$ cat config.mk
export PLATFORM = sky130hd
export DESIGN_NAME = uart_rx
export DESIGN_NICKNAME = d
export VERILOG_FILES = /design/src/rtl/uart_rx.sv
export SDC_FILE = /design/constraint.sdc
export NUM_CORES = 1
export LEC_CHECK = 0
export BUFFER_PORTS_ARGS = -buffer_cell sky130_fd_sc_hd__buf_2
export CORE_UTILIZATION = 40
export CTS_CLUSTER_SIZE = 16
export DETAILED_ROUTE_END_ITERATION = 6
export GPL_ROUTABILITY_DRIVEN = 0
export PLACE_DENSITY = 0.61
export SYNTH_ARGS = -nofsm -noshare
export SYNTH_HDL_FRONTEND = slang
export SYNTH_SLANG_ARGS = --single-unit
$ cat constraint.sdc
create_clock -name pclk -period 3.9 [get_ports pclk]
set_input_delay 0.585 -clock pclk [delete_from_list [all_inputs] [get_ports pclk]]
set_output_delay 0.585 -clock pclk [all_outputs]
set_load 0.01 [all_outputs]
$ cat src/rtl/uart_rx.sv
// -----------------------------------------------------------------------------
// uart_rx -- oversampling UART receiver with a one-word output buffer.
//
// The asynchronous serial line is synchronized, a falling edge starts a frame,
// and every bit is sampled once at its middle using an oversample tick. A
// completed word is presented on a valid/ready handshake; if the consumer still
// holds the previous word when a new one completes, the new word is dropped and
// the sticky overrun flag is raised.
//
// Optional feature macro: UART_RX_PARITY_EN
//   defined   : one parity bit follows the data bits; parity_odd selects odd (1)
//               or even (0) parity and parity_err reports a mismatch.
//   undefined : frames are start + data + stop; parity_err is tied to 0.
//
// Parameters
//   DATA_WIDTH    data bits per frame (5..8)
//   BAUD_DIVISOR  pclk cycles per oversample tick (>= 2)
//   OVERSAMPLE    oversample ticks per bit period (even, >= 8)
//
// Ports
//   pclk         in   clock, all state updates on the rising edge
//   areset       in   asynchronous active-low reset
//   rx           in   serial line, idle high, asynchronous to pclk
//   rx_ready     in   consumer accepts rx_data when rx_valid && rx_ready
//   overrun_clr  in   clears overrun on the next edge (a new overrun wins)
//   parity_odd   in   parity sense, present only with UART_RX_PARITY_EN
//   rx_data      out  received word, first bit on the line is the LSB
//   rx_valid     out  rx_data holds an unconsumed word
//   frame_err    out  stop bit of the buffered word was low
//   parity_err   out  parity mismatch on the buffered word
//   overrun      out  sticky, a completed word was dropped
// -----------------------------------------------------------------------------
module uart_rx #(
    parameter int DATA_WIDTH   = 8,
    parameter int BAUD_DIVISOR = 27,
    parameter int OVERSAMPLE   = 16
) (
    input  logic                  pclk,
    input  logic                  areset,
    input  logic                  rx,
    input  logic                  rx_ready,
    input  logic                  overrun_clr,
`ifdef UART_RX_PARITY_EN
    input  logic                  parity_odd,
`endif
    output logic [DATA_WIDTH-1:0] rx_data,
    output logic                  rx_valid,
    output logic                  frame_err,
    output logic                  parity_err,
    output logic                  overrun
);

    // -------------------------------------------------------------------------
    // Constants
    // -------------------------------------------------------------------------
    localparam int BW = $clog2(BAUD_DIVISOR);
    localparam int OW = $clog2(OVERSAMPLE);
    localparam int CW = $clog2(DATA_WIDTH + 1);

    localparam logic [BW-1:0] BAUD_LAST    = BW'(BAUD_DIVISOR - 1);
    localparam logic [OW-1:0] OS_LAST      = OW'(OVERSAMPLE - 1);
    localparam logic [OW-1:0] OS_HALF_LAST = OW'(OVERSAMPLE / 2 - 1);
    localparam logic [CW-1:0] DATA_LAST    = CW'(DATA_WIDTH - 1);

    localparam logic [2:0] ST_IDLE      = 3'd0;
    localparam logic [2:0] ST_START     = 3'd1;
    localparam logic [2:0] ST_DATA      = 3'd2;
`ifdef UART_RX_PARITY_EN
    localparam logic [2:0] ST_PARITY    = 3'd3;
`endif
    localparam logic [2:0] ST_STOP      = 3'd4;
    localparam logic [2:0] ST_WAIT_HIGH = 3'd5;

    // -------------------------------------------------------------------------
    // Line synchronizer and falling-edge detector
    // -------------------------------------------------------------------------
    logic rx_meta_q;
    logic rx_sync_q;
    logic rx_prev_q;
    logic start_edge;

    // NOTE: sequential state uses non-blocking assignments so every flop
    // samples the pre-edge value of its neighbours, whatever the block order.
    always_ff @(posedge pclk or negedge areset) begin
        if (!areset) begin
            // Reset to the idle level so release never fakes a start edge.
            rx_meta_q <= 1'b1;
            rx_sync_q <= 1'b1;
            rx_prev_q <= 1'b1;
        end else begin
            rx_meta_q <= rx;
            rx_sync_q <= rx_meta_q;
            rx_prev_q <= rx_sync_q;
        end
    end

    assign start_edge = rx_prev_q & ~rx_sync_q;

    // -------------------------------------------------------------------------
    // Receiver state
    // -------------------------------------------------------------------------
    logic [2:0]            state_q,    state_d;
    logic [BW-1:0]         baud_cnt_q, baud_cnt_d;
    logic [OW-1:0]         os_cnt_q,   os_cnt_d;
    logic [CW-1:0]         bit_cnt_q,  bit_cnt_d;
    logic [DATA_WIDTH-1:0] shift_q,    shift_d;
`ifdef UART_RX_PARITY_EN
    logic                  par_err_q,  par_err_d;
`endif
    logic                  baud_tick;
    logic                  frame_done;
    logic                  frame_err_new;

    // The baud divider is parked at 0 in IDLE, so it always starts a fresh
    // count on the cycle the FSM enters START.
    assign baud_tick  = (state_q != ST_IDLE) && (baud_cnt_q == BAUD_LAST);
    assign baud_cnt_d = ((state_q == ST_IDLE) || baud_tick) ? '0 : baud_cnt_q + 1'b1;

    // NOTE: every signal written in this always_comb gets a default first, so
    // no path through the case statement can infer a latch.
    always_comb begin
        state_d       = state_q;
        os_cnt_d      = os_cnt_q;
        bit_cnt_d     = bit_cnt_q;
        shift_d       = shift_q;
`ifdef UART_RX_PARITY_EN
        par_err_d     = par_err_q;
`endif
        frame_done    = 1'b0;
        frame_err_new = 1'b0;

        case (state_q)
            ST_IDLE: begin
                os_cnt_d  = '0;
                bit_cnt_d = '0;
                if (start_edge) begin
                    state_d = ST_START;
                end
            end

            // Confirm the start bit at its middle; a short low pulse has
            // already gone high again and is rejected silently.
            ST_START: begin
                if (baud_tick) begin
                    if (os_cnt_q == OS_HALF_LAST) begin
                        os_cnt_d = '0;
                        state_d  = rx_sync_q ? ST_IDLE : ST_DATA;
                    end else begin
                        os_cnt_d = os_cnt_q + 1'b1;
                    end
                end
            end

            // From the middle of the start bit, a full bit period later is the
            // middle of the next bit. Bits enter at the MSB and shift down, so
            // the first bit on the line ends up in bit 0.
            ST_DATA: begin
                if (baud_tick) begin
                    if (os_cnt_q == OS_LAST) begin
                        os_cnt_d = '0;
                        shift_d  = {rx_sync_q, shift_q[DATA_WIDTH-1:1]};
                        if (bit_cnt_q == DATA_LAST) begin
                            bit_cnt_d = '0;
`ifdef UART_RX_PARITY_EN
                            state_d   = ST_PARITY;
`else
                            state_d   = ST_STOP;
`endif
                        end else begin
                            bit_cnt_d = bit_cnt_q + 1'b1;
                        end
                    end else begin
                        os_cnt_d = os_cnt_q + 1'b1;
                    end
                end
            end

`ifdef UART_RX_PARITY_EN
            // Even parity: data bits plus parity bit must XOR to 0; odd
            // parity flips the expectation.
            ST_PARITY: begin
                if (baud_tick) begin
                    if (os_cnt_q == OS_LAST) begin
                        os_cnt_d  = '0;
                        par_err_d = (^shift_q) ^ rx_sync_q ^ parity_odd;
                        state_d   = ST_STOP;
                    end else begin
                        os_cnt_d = os_cnt_q + 1'b1;
                    end
                end
            end
`endif

            // The frame completes at the stop-bit sample either way; a low
            // stop bit means a break or a framing fault, so the line must go
            // high before another start edge is trusted.
            ST_STOP: begin
                if (baud_tick) begin
                    if (os_cnt_q == OS_LAST) begin
                        os_cnt_d      = '0;
                        frame_done    = 1'b1;
                        frame_err_new = ~rx_sync_q;
                        state_d       = rx_sync_q ? ST_IDLE : ST_WAIT_HIGH;
                    end else begin
                        os_cnt_d = os_cnt_q + 1'b1;
                    end
                end
            end

            ST_WAIT_HIGH: begin
                os_cnt_d = '0;
                if (rx_sync_q) begin
                    state_d = ST_IDLE;
                end
            end

            default: begin
                state_d  = ST_IDLE;
                os_cnt_d = '0;
            end
        endcase
    end

    always_ff @(posedge pclk or negedge areset) begin
        if (!areset) begin
            state_q    <= ST_IDLE;
            baud_cnt_q <= '0;
            os_cnt_q   <= '0;
            bit_cnt_q  <= '0;
            shift_q    <= '0;
`ifdef UART_RX_PARITY_EN
            par_err_q  <= 1'b0;
`endif
        end else begin
            state_q    <= state_d;
            baud_cnt_q <= baud_cnt_d;
            os_cnt_q   <= os_cnt_d;
            bit_cnt_q  <= bit_cnt_d;
            shift_q    <= shift_d;
`ifdef UART_RX_PARITY_EN
            par_err_q  <= par_err_d;
`endif
        end
    end

    // -------------------------------------------------------------------------
    // Output buffer and handshake
    // -------------------------------------------------------------------------
    logic [DATA_WIDTH-1:0] rx_data_q;
    logic                  rx_valid_q;
    logic                  frame_err_q;
    logic                  overrun_q;
    logic                  accept;
    logic                  load;
    logic                  drop;

    // A word being accepted on the same edge frees the buffer for the new one.
    assign accept = rx_valid_q & rx_ready;
    assign load   = frame_done & (~rx_valid_q | rx_ready);
    assign drop   = frame_done & rx_valid_q & ~rx_ready;

    // NOTE: the data buffer is reset like any control flop, so rx_data reads 0
    // after reset rather than whatever the flops powered up with.
    always_ff @(posedge pclk or negedge areset) begin
        if (!areset) begin
            rx_data_q   <= '0;
            rx_valid_q  <= 1'b0;
            frame_err_q <= 1'b0;
        end else if (load) begin
            rx_data_q   <= shift_q;
            rx_valid_q  <= 1'b1;
            frame_err_q <= frame_err_new;
        end else if (accept) begin
            rx_valid_q  <= 1'b0;
        end
    end

    // A drop in the same cycle as a clear request leaves the flag set.
    always_ff @(posedge pclk or negedge areset) begin
        if (!areset) begin
            overrun_q <= 1'b0;
        end else if (drop) begin
            overrun_q <= 1'b1;
        end else if (overrun_clr) begin
            overrun_q <= 1'b0;
        end
    end

`ifdef UART_RX_PARITY_EN
    logic parity_err_q;

    always_ff @(posedge pclk or negedge areset) begin
        if (!areset) begin
            parity_err_q <= 1'b0;
        end else if (load) begin
            parity_err_q <= par_err_q;
        end
    end

    assign parity_err = parity_err_q;
`else
    assign parity_err = 1'b0;
`endif

    assign rx_data   = rx_data_q;
    assign rx_valid  = rx_valid_q;
    assign frame_err = frame_err_q;
    assign overrun   = overrun_q;

endmodule

==> impl_metrics.yaml, run 1 <==
clocking:
  clk_path_buf_depth: 2
  cts.sinks: 38
  clk_latency_ns: 0.30
  hold_buffers: 0
  cts_tree: "built"
  cts_setup_buffers: 0
  path_clk_slew_ns: 0.07
  htree_levels: 2
  root_buffer: "clkbuf_8"
  numCtsBuffers: 5
  cts_resized: 0
critical_path:
  r2r_setup_slack_ns: 1.57
  crit_path_end_kind: "flip-flop"
  start_kind: "flip-flop"
  cp.arrival_ns: 2.51
  reg2reg_to: "rx_data[5]"
  crit_end: "rx_data[5]"
  critPathLaunch: "baud_cnt_q[0]"
  required_ns: 4.08
  path_max_fanout: 9
  critPathKind: "reg2reg"
  r2r-start: "baud_cnt_q[0]"
  reg2reg_depth: 7
placement:
  dp_cells: 205
  hpwl_mm: 2.10
  dp_worst_setup_slack_ns: 1.56
  portBuffers: 15
synth:
  avgSynthCellArea_um2: 12.2
  synth_cell_types: 47
  netlist.area_leader.share_pct: 49.2
  ys_ff_latch: 38
  ys_seq_area_share_pct: 53.7
  synth_edf_count: 0
  yosysTopAreaCell: "dfrtp_1"
  synthTopCellsByCount: "35 x dfrtp_1, 14 x mux2_2, 12 x nor2_1"
  synth_most_common_cell: "dfrtp_1"
  synth_area_leaders: "dfrtp_1 49%, mux2_2 8.9%, dfstp_2 4.4%"
  netlist_area_um2: 1780
  synth_warnings: 0
  netlist_instances: 146
  synthFlopType: "dfrtp_1"
  synthArstFlopShare_pct: 100
  syn_nets: 155
global_routing:
  grt_pass1_wl_mm: 5.09
  antenna_found_initial: 0
  overflow: 0
  grt_usage_pct: 15.3
  grt_pass1_vias: 1097
  grt_max_degree: 39
die:
  die_area_um2: 4720
  num_io_pins: 17
  initial_core_util_pct: 42.9
  die_w_um: 68.7
  die_h_um: 68.7
  fp.coreArea_um2: 4140
  row_count: 23
timing:
  skew_ns: 0.0113
  rsz0062_at_grt: "false"
  tightest_slew_ns: 0.847
  relSlewSlack_pct: 43.5
  slew_viol_final: 0
  setup_slack_ns: 1.57
  fin_crit_ns: 2.33
  setup_viol: 0
  fmax_mhz: 429
  period_share_pct: 59.7
  fin_tns_setup_ns: 0
  hold_viol: 0
final_layout:
  area_growth_syn_to_layout_pct: 12.4
  nNetsFinal: 171
  fillers: 376
  instances_no_fill: 213
  layout-drive-gt1-share_pct: 32.5
  insertedDiodeCount: 0
route:
  firstDrtPassIters: 4
  wire_per_inst_um: 14.3
  drt-initial-drc-count: 50
  wl_mm: 3.05
  via_per_inst: 5.28
  antenna_left: 0
  drc: 0
  num_vias: 1124
power:
  power_density_nw_per_um2: 590
  p_leak_nw: 0.983
  ir_drop_uv: 189
hold_path:
  hp-class: "reg2reg"
run:
  maxCapViolations: 0
run_status:
  outcome: "finished, final reports clean"
## cell type report
class | instances | area (um2) | share of cell area (%)
Timing Repair Buffer | 15 | 75.1 | 3.75
Clock buffer | 5 | 68.8 | 3.44
Inverter | 6 | 22.5 | 1.13
Multi-Input combinational cell | 96 | 747 | 37.4
Sequential cell | 38 | 955 | 47.7
Clock inverter | 3 | 68.8 | 3.44
Tap cell | 50 | 62.6 | 3.13
## where the power goes
group | switching [mW] | internal (mW) | total, mW
sequential | 0.0653 | 0.425 | 0.491
clock | 0.148 | 0.256 | 0.404
combinational | 0.152 | 0.132 | 0.284
total | 0.365 | 0.814 | 1.18
## state kept, by name (all words and copies together) (netlist names)
| name | count |
|---|---|
| baud_cnt_q | 5 |
| bit_cnt_q | 4 |
| frame_err | 1 |
| os_cnt_q | 4 |
| overrun | 1 |
| rx_data | 8 |
| rx_meta_q | 1 |
| rx_prev_q | 1 |
| rx_sync_q | 1 |
| rx_valid | 1 |
| shift_q | 8 |
| state_q | 3 |
## layer usage
metal / share of wire, % / GRT usage, % / wire length, um
met5: 0 / 0 / 0
met4: 2.0 / 6.89 / 60
met3: 4.3 / 5.43 / 132
met2: 48 / 24.8 / 1480
met1: 45 / 18.2 / 1380
## cell usage in the layout, fill, tap and decap left out, drive strengths merged, types with 3 or more instances in the layout
| master | n |
|---|---|
| mux2i | 3 |
| a21oi | 3 |
| dfstp | 3 |
| dfrtp | 35 |
| nand3 | 6 |
| mux2 | 18 |
| inv | 6 |
| nand2b | 3 |
| nor2 | 14 |
| xor2 | 5 |
| clkbuf | 5 |
| or3 | 3 |
| nand2 | 10 |
| ha | 4 |
| buf | 15 |
## critical path, cell delays in order, from the launching register on
cell and delay, ns:
dfrtp_1 0.41, inv_1 0.07, ha_1 0.19, nand4b_4 0.15, nor2_1 0.18, nand3_1 0.14
nor2b_1 0.67, mux2_2 0.41
## how the worst min path moves through the flow
stage,end,start,slack (ns),cells past startpoint
3_5_place_dp,rx_sync_q,rx_meta_q,0.35,0
4_1_cts,rx_sync_q,rx_meta_q,0.36,0
3_3_place_gp,rx_sync_q,rx_meta_q,0.35,0
6_report,rx_sync_q,rx_meta_q,0.36,0
5_1_grt,rx_sync_q,rx_meta_q,0.37,0
2_1_floorplan,baud_cnt_q[0],areset,0.29,0
## per-stage QoR
step | instance area [um2] | hold WS (ns) | util (%) | power [mW]
floorplan | 1780 | 0.289 | - | 0.747
global placement | 1860 | 0.345 | 44.9 | 0.766
detailed placement | 1860 | 0.347 | 44.9 | 0.779
CTS | 2000 | 0.358 | 48.2 | 1.19
global route | 2000 | 0.367 | 48.2 | 1.24
finish | 2000 | 0.359 | 48.2 | 1.18
## kinds of logic (layout without fill, tap and decap cells)
| family | count (synthesis) | after routing | synth area share [%] |
|---|---|---|---|
| fa+ha+maj | 4 | 4 | 2.81 |
| compound gates | 17 | 17 | 6.89 |
| mux | 21 | 21 | 13.7 |
| other cells | 1 | 1 | 0.211 |
| buf+inv | 12 | 29 | 4.36 |
| xor+xnor | 6 | 6 | 2.95 |
| flops | 38 | 38 | 53.7 |
| simple gates | 47 | 47 | 15.4 |
No activity file was read; power rests on OpenSTA's default activity.
==> inputs of run 2 (changes only) <==
--- a/config.mk
+++ b/config.mk
@@ -5,12 +5,13 @@
 export SDC_FILE = /design/constraint.sdc
 export NUM_CORES = 1
 export LEC_CHECK = 0
+export ABC_AREA = 1
 export BUFFER_PORTS_ARGS = -buffer_cell sky130_fd_sc_hd__buf_2
 export CORE_UTILIZATION = 40
 export CTS_CLUSTER_SIZE = 16
 export DETAILED_ROUTE_END_ITERATION = 6
 export GPL_ROUTABILITY_DRIVEN = 0
-export PLACE_DENSITY = 0.61
+export PLACE_DENSITY = 0.6
 export SYNTH_ARGS = -nofsm -noshare
 export SYNTH_HDL_FRONTEND = slang
 export SYNTH_SLANG_ARGS = --single-unit
==> constraint.sdc (replaced) <==
create_clock -name pclk -period 2.4 [get_ports pclk]
set_input_delay 0.36 -clock pclk [delete_from_list [all_inputs] [get_ports pclk]]
set_output_delay 0.36 -clock pclk [all_outputs]
set_load 0.01 [all_outputs]
==> impl_metrics.yaml, run 2 <==
global_routing:
  grt_max_degree: 39
  use_met1_pct: 19.3
  gr-max-usage-layer: "met2"
  antenna_found_initial: 0
  grt_use_met2_pct: 23.8
  grt_usage_pct: 15.0
  grt_pass1_wl_mm: 5.76
  grt_util_met3_pct: 3.46
  overflow: 0
  grt_pass1_vias: 1269
die:
  initial_core_util_pct: 42.1
  row_count: 24
  die_h_um: 69.9
  die_area_um2: 4890
  die_w_um: 69.9
  fp.coreArea_um2: 4380
  num_io_pins: 17
placement:
  placed_area_um2: 1980
  hpwl_mm: 2.21
  dp_worst_setup_slack_ns: 0.871
  portBuffers: 15
final_layout:
  mostFrequentLayoutCell: "nand2_1"
  final_cell_mix: "72 x nand2_1, 35 x dfrtp_1, 20 x inv_1"
  insertedDiodeCount: 0
  multi_input_area_um2: 800
  layout-drive-gt1-share_pct: 20.7
  fin_area_um2: 2070
  fillers: 442
  nNetsFinal: 240
  seq_area_um2: 955
  area_growth_syn_to_layout_pct: 12.3
  finish.utilization_pct: 47.3
hold_path:
  hp-class: "in2reg"
  whs_endpoint: "rx_meta_q"
  min-delay-start: "rx"
  min_path_cells: 1
clocking:
  root_buffer: "clkbuf_8"
  htree_levels: 2
  cts_setup_buffers: 0
  clk_latency_ns: 0.29
  cts.sinks: 38
  hold_buffers: 0
  cts_tree: "built"
  cts_resized: 0
  numCtsBuffers: 5
  path_clk_slew_ns: 0.08
  clk_path_buf_depth: 2
run:
  maxCapViolations: 0
critical_path:
  crit_chain: "inv_1, ha_1, nand4_2, nor2_4, nand2_1, nand2_2, nand3_1, o21ai_1"
  cp_top_family: "simple AND/OR/NAND/NOR gates"
  r2r_setup_slack_ns: 0.86
  crit_path_end_kind: "flip-flop"
  crit_slowest_cell: "dfrtp_1"
  r2r-start: "baud_cnt_q[0]"
  cp.arrival_ns: 1.76
  reg2reg_to: "bit_cnt_q[0]"
  critPathKind: "reg2reg"
  cpPeakStageDelay_ns: 0.41
  crit_buf_inv: 1
  required_ns: 2.62
  reg2reg_depth: 8
  path_max_fanout: 9
  start_kind: "flip-flop"
synth:
  synth_warnings: 0
  synthFlopType: "dfrtp_1"
  synthArstFlopShare_pct: 100
  synth.area.mux_share_pct: 0
  netlist.area_leader.share_pct: 47.5
  synth_top_family_by_area: "simple AND/OR/NAND/NOR gates"
  netlist_area_um2: 1840
  ys_seq_area_share_pct: 51.8
  synth_most_common_cell: "nand2_1"
  synthXorXnorAreaFrac_pct: 2.37
  syn_nets: 219
  synth-compound-area-share_pct: 4.14
  synth_cell_types: 31
  avgSynthCellArea_um2: 8.78
  synthAdderAreaFrac_pct: 2.71
  synth_area_leaders: "dfrtp_1 47%, nand2_1 15%, nand3_1 4.6%"
  synth_edf_count: 0
  synthTopCellsByCount: "72 x nand2_1, 35 x dfrtp_1, 20 x inv_1"
  ys_ff_latch: 38
  netlist_instances: 210
  synth-simple-area-share_pct: 33.9
  yosysTopAreaCell: "dfrtp_1"
power:
  p_total_mw: 1.70
  p_leak_nw: 1.13
  ir_drop_uv: 321
  power_density_nw_per_um2: 822
route:
  via_per_inst: 4.71
  wl_mm: 3.15
  antenna_left: 0
  num_vias: 1339
  drc: 0
  drt-initial-drc-count: 61
  firstDrtPassIters: 4
  wire_per_inst_um: 11.1
timing:
  slew_viol_final: 0
  fin_tns_setup_ns: 0
  skew_ns: 0.00506
  relSlewSlack_pct: 43.7
  rsz0062_at_grt: "false"
  tightest_slew_ns: 0.844
  hold_viol: 0
  fin_crit_ns: 1.54
  fmax_mhz: 649
  setup_slack_ns: 0.860
  setup_viol: 0
  period_share_pct: 64.2
run_status:
  outcome: "finished, final reports clean"
[run 2: changes by cell type after synthesis, sizes merged, moves of 3 or more]
cell	change
nand2b	-3
mux2	-18
nand2	+69
or3	-3
mux2i	-3
nand3	+14
o21ai	+7
nand4	+5
nor2	+5
buf	-5
inv	+16
[run 2: cell families (layout without fill, tap and decap cells)]
| logic type | Yosys count | in the layout |
|---|---|---|
| AO/OA/AOI/OAI | 12 | 12 |
| other | 1 | 1 |
| XOR/XNOR | 5 | 5 |
| adder cells (fa/ha/maj) | 4 | 4 |
| AND/OR/NAND/NOR | 127 | 127 |
| buffers and inverters | 23 | 45 |
| flip-flops | 38 | 38 |
[run 2: worst max-delay path by stage]
stage | startpoint | slack (ns) | depth (start not counted) | endpoint
CTS | baud_cnt_q[0] | 0.84 | 8 | bit_cnt_q[0]
finish | baud_cnt_q[0] | 0.86 | 8 | bit_cnt_q[0]
floorplan | baud_cnt_q[0] | 1.03 | 8 | bit_cnt_q[0]
global route | baud_cnt_q[0] | 0.69 | 8 | bit_cnt_q[0]
detailed placement | baud_cnt_q[0] | 0.87 | 8 | bit_cnt_q[0]
global placement | baud_cnt_q[0] | 0.89 | 8 | bit_cnt_q[0]
[run 2: layout make-up]
cell class                 instances  share of cell area [%]
clock buffer                       6                    3.99
inverter                          22                    3.99
multi-input combinational        149                    38.6
timing repair buffer              15                    3.62
clock inverter                     2                   0.604
tap                               52                    3.14
sequential                        38                    46.1
[run 2: where the power goes]
group / switching [mW] / internal, mW
Sequential: 0.0682 / 0.696
Clock: 0.232 / 0.231
Combinational: 0.326 / 0.150
[run 2: metal layers]
metal	vias to the layer above	wire (um)
li1	703	-
met1	611	1570
met2	19	1420
met3	6	84
met4	0	78
met5	-	0
[run 2: metrics by stage]
step	instances	hold WS, ns
finish	284	0.162
global route	284	0.149
CTS	284	0.149
detailed placement	276	0.348
global placement	276	0.346
floorplan	210	0.0644
==> inputs of run 3 (changes only) <==
--- a/config.mk
+++ b/config.mk
@@ -11,7 +11,7 @@
 export CTS_CLUSTER_SIZE = 16
 export DETAILED_ROUTE_END_ITERATION = 6
 export GPL_ROUTABILITY_DRIVEN = 0
-export PLACE_DENSITY = 0.6
+export PLACE_DENSITY = 0.63
 export SYNTH_ARGS = -nofsm -noshare
 export SYNTH_HDL_FRONTEND = slang
 export SYNTH_SLANG_ARGS = --single-unit
==> constraint.sdc (replaced) <==
create_clock -name pclk -period 1.3 [get_ports pclk]
set_input_delay 0.195 -clock pclk [delete_from_list [all_inputs] [get_ports pclk]]
set_output_delay 0.195 -clock pclk [all_outputs]
set_load 0.01 [all_outputs]
==> impl_metrics.yaml, run 3 (same netlist as run 2, synthesis figures left out) <==
run_status:
  outcome: "complete, but fails checks"
  violations: "negative setup slack"
clocking:
  htree_levels: 2
  cts_tree: "built"
  clk_path_buf_depth: 2
  root_buffer: "clkbuf_8"
  path_clk_slew_ns: 0.08
  numCtsBuffers: 5
  cts.sinks: 38
  clk_latency_ns: 0.30
timing:
  fmax_mhz: 729
  holdWs_ns: 0.0943
  setup_viol: 25
  rsz0062_at_grt: "true"
  period_share_pct: 106
  setup_slack_ns: -0.0719
  hold_viol: 0
  skew_ns: 0.00699
  slew_viol_final: 0
  fin_crit_ns: 1.37
  fin_tns_setup_ns: -1.13
die:
  fp.coreArea_um2: 4380
  initial_core_util_pct: 42.1
  die_w_um: 69.9
  row_count: 24
  num_io_pins: 17
  die_h_um: 69.9
  die_area_um2: 4890
final_layout:
  insertedDiodeCount: 0
  fillers: 380
  nNetsFinal: 273
  final_cell_mix: "56 x nand2_1, 32 x dfrtp_1, 24 x buf_4"
  layout-drive-gt1-share_pct: 46.0
  area_growth_syn_to_layout_pct: 44.2
  mostFrequentLayoutCell: "nand2_1"
  instances_no_fill: 317
critical_path:
  required_ns: 1.50
  critPathKind: "reg2reg"
  crit_path_end_kind: "flip-flop"
  start_kind: "flip-flop"
  cp.arrival_ns: 1.57
  path_max_fanout: 5
route:
  wl_mm: 3.94
  drt-initial-drc-count: 67
  firstDrtPassIters: 4
  num_vias: 1537
  wire_per_inst_um: 12.4
  antenna_left: 0
  via_per_inst: 4.85
  drc: 0
run:
  maxCapViolations: 0
placement:
  dp_cells: 299
  hpwl_mm: 2.44
  dp_worst_setup_slack_ns: -0.144
  portBuffers: 15
global_routing:
  overflow: 0
  grt_pass1_vias: 1453
  grt_usage_pct: 17.3
  grt_pass1_wl_mm: 6.52
  gr-max-usage-layer: "met2"
  grt_util_met3_pct: 3.90
  grt_max_degree: 18
  antenna_found_initial: 0
  use_met1_pct: 22.6
  grt_use_met2_pct: 27.4
power:
  ir_drop_uv: 935
  p_leak_nw: 1.32
  power_density_nw_per_um2: 1570
hold_path:
  hp-class: "in2reg"
run 3: changes by cell type in the layout (fill, tap and decap cells not counted), moves of 7 or more:
cell,previous run,this run
nand2_2,6,17
nand2_1,72,56
buf_4,0,24
nand3_1,17,7
nand3_2,2,9
run 3: what timing repair did:
action,4_1_cts,5_1_grt
hold buffers,2,0
pin swaps,7,25
resized for setup,17,53
endpoints found under the setup margin,29,30
hold endpoints to repair,13,0
buffers inserted,3,3
gates cloned,2,0
run 3: cell type report:
cell class	count	area, um2	share of cell area (%)
well taps	52	65.1	2.45
flip-flops and latches	38	958	36.0
clock buffers	5	68.8	2.59
repair buffers	46	332	12.5
inverters	22	96.3	3.62
clock inverters	3	68.8	2.59
multi-input cells	151	1070	40.2
run 3: layer usage:
layer	part of all wire, %	up-vias
met5	0	-
met3	3.3	10
li1	-	787
met1	45	715
met4	2.5	0
met2	49	25
run 3: through the flow:
step           util, %  power [mW]  cell area [um2]
2_1_floorplan        -        2.14             1860
3_3_place_gp      49.3        2.59             2160
3_5_place_dp      49.3        2.59             2160
4_1_cts           55.5        3.91             2430
5_1_grt           60.6        4.44             2660
6_report          60.6        4.17             2660
run 3: worst paths after layout:
check,cells past startpoint,start,end,slack (ns)
max,9,baud_cnt_q[0],rx_data[2],-0.07
min,2,overrun_clr,overrun,0.09
max reg2reg,9,baud_cnt_q[0],rx_data[2],-0.07
min reg2reg,0,rx_meta_q,rx_sync_q,0.36
max in group asynchronous,3,areset,shift_q[6],0.41
min in group asynchronous,2,areset,state_q[0],0.34
run 3: power by group:
part           switching (mW)  internal [mW]  total [mW]
registers               0.109           1.29        1.40
logic                   0.898          0.654        1.55
clock network           0.449          0.769        1.22
total                    1.46           2.71        4.17
run 3: worst max-delay path, stage by stage (launching register included):
cell and delay [ns]:
dfrtp_1 0.39, inv_2 0.07, ha_4 0.15, nand2_4 0.05, nor2_4 0.13, nand2_4 0.09, inv_8 0.10, nand4_4 0.14
nand2_1 0.11, nand2_1 0.05
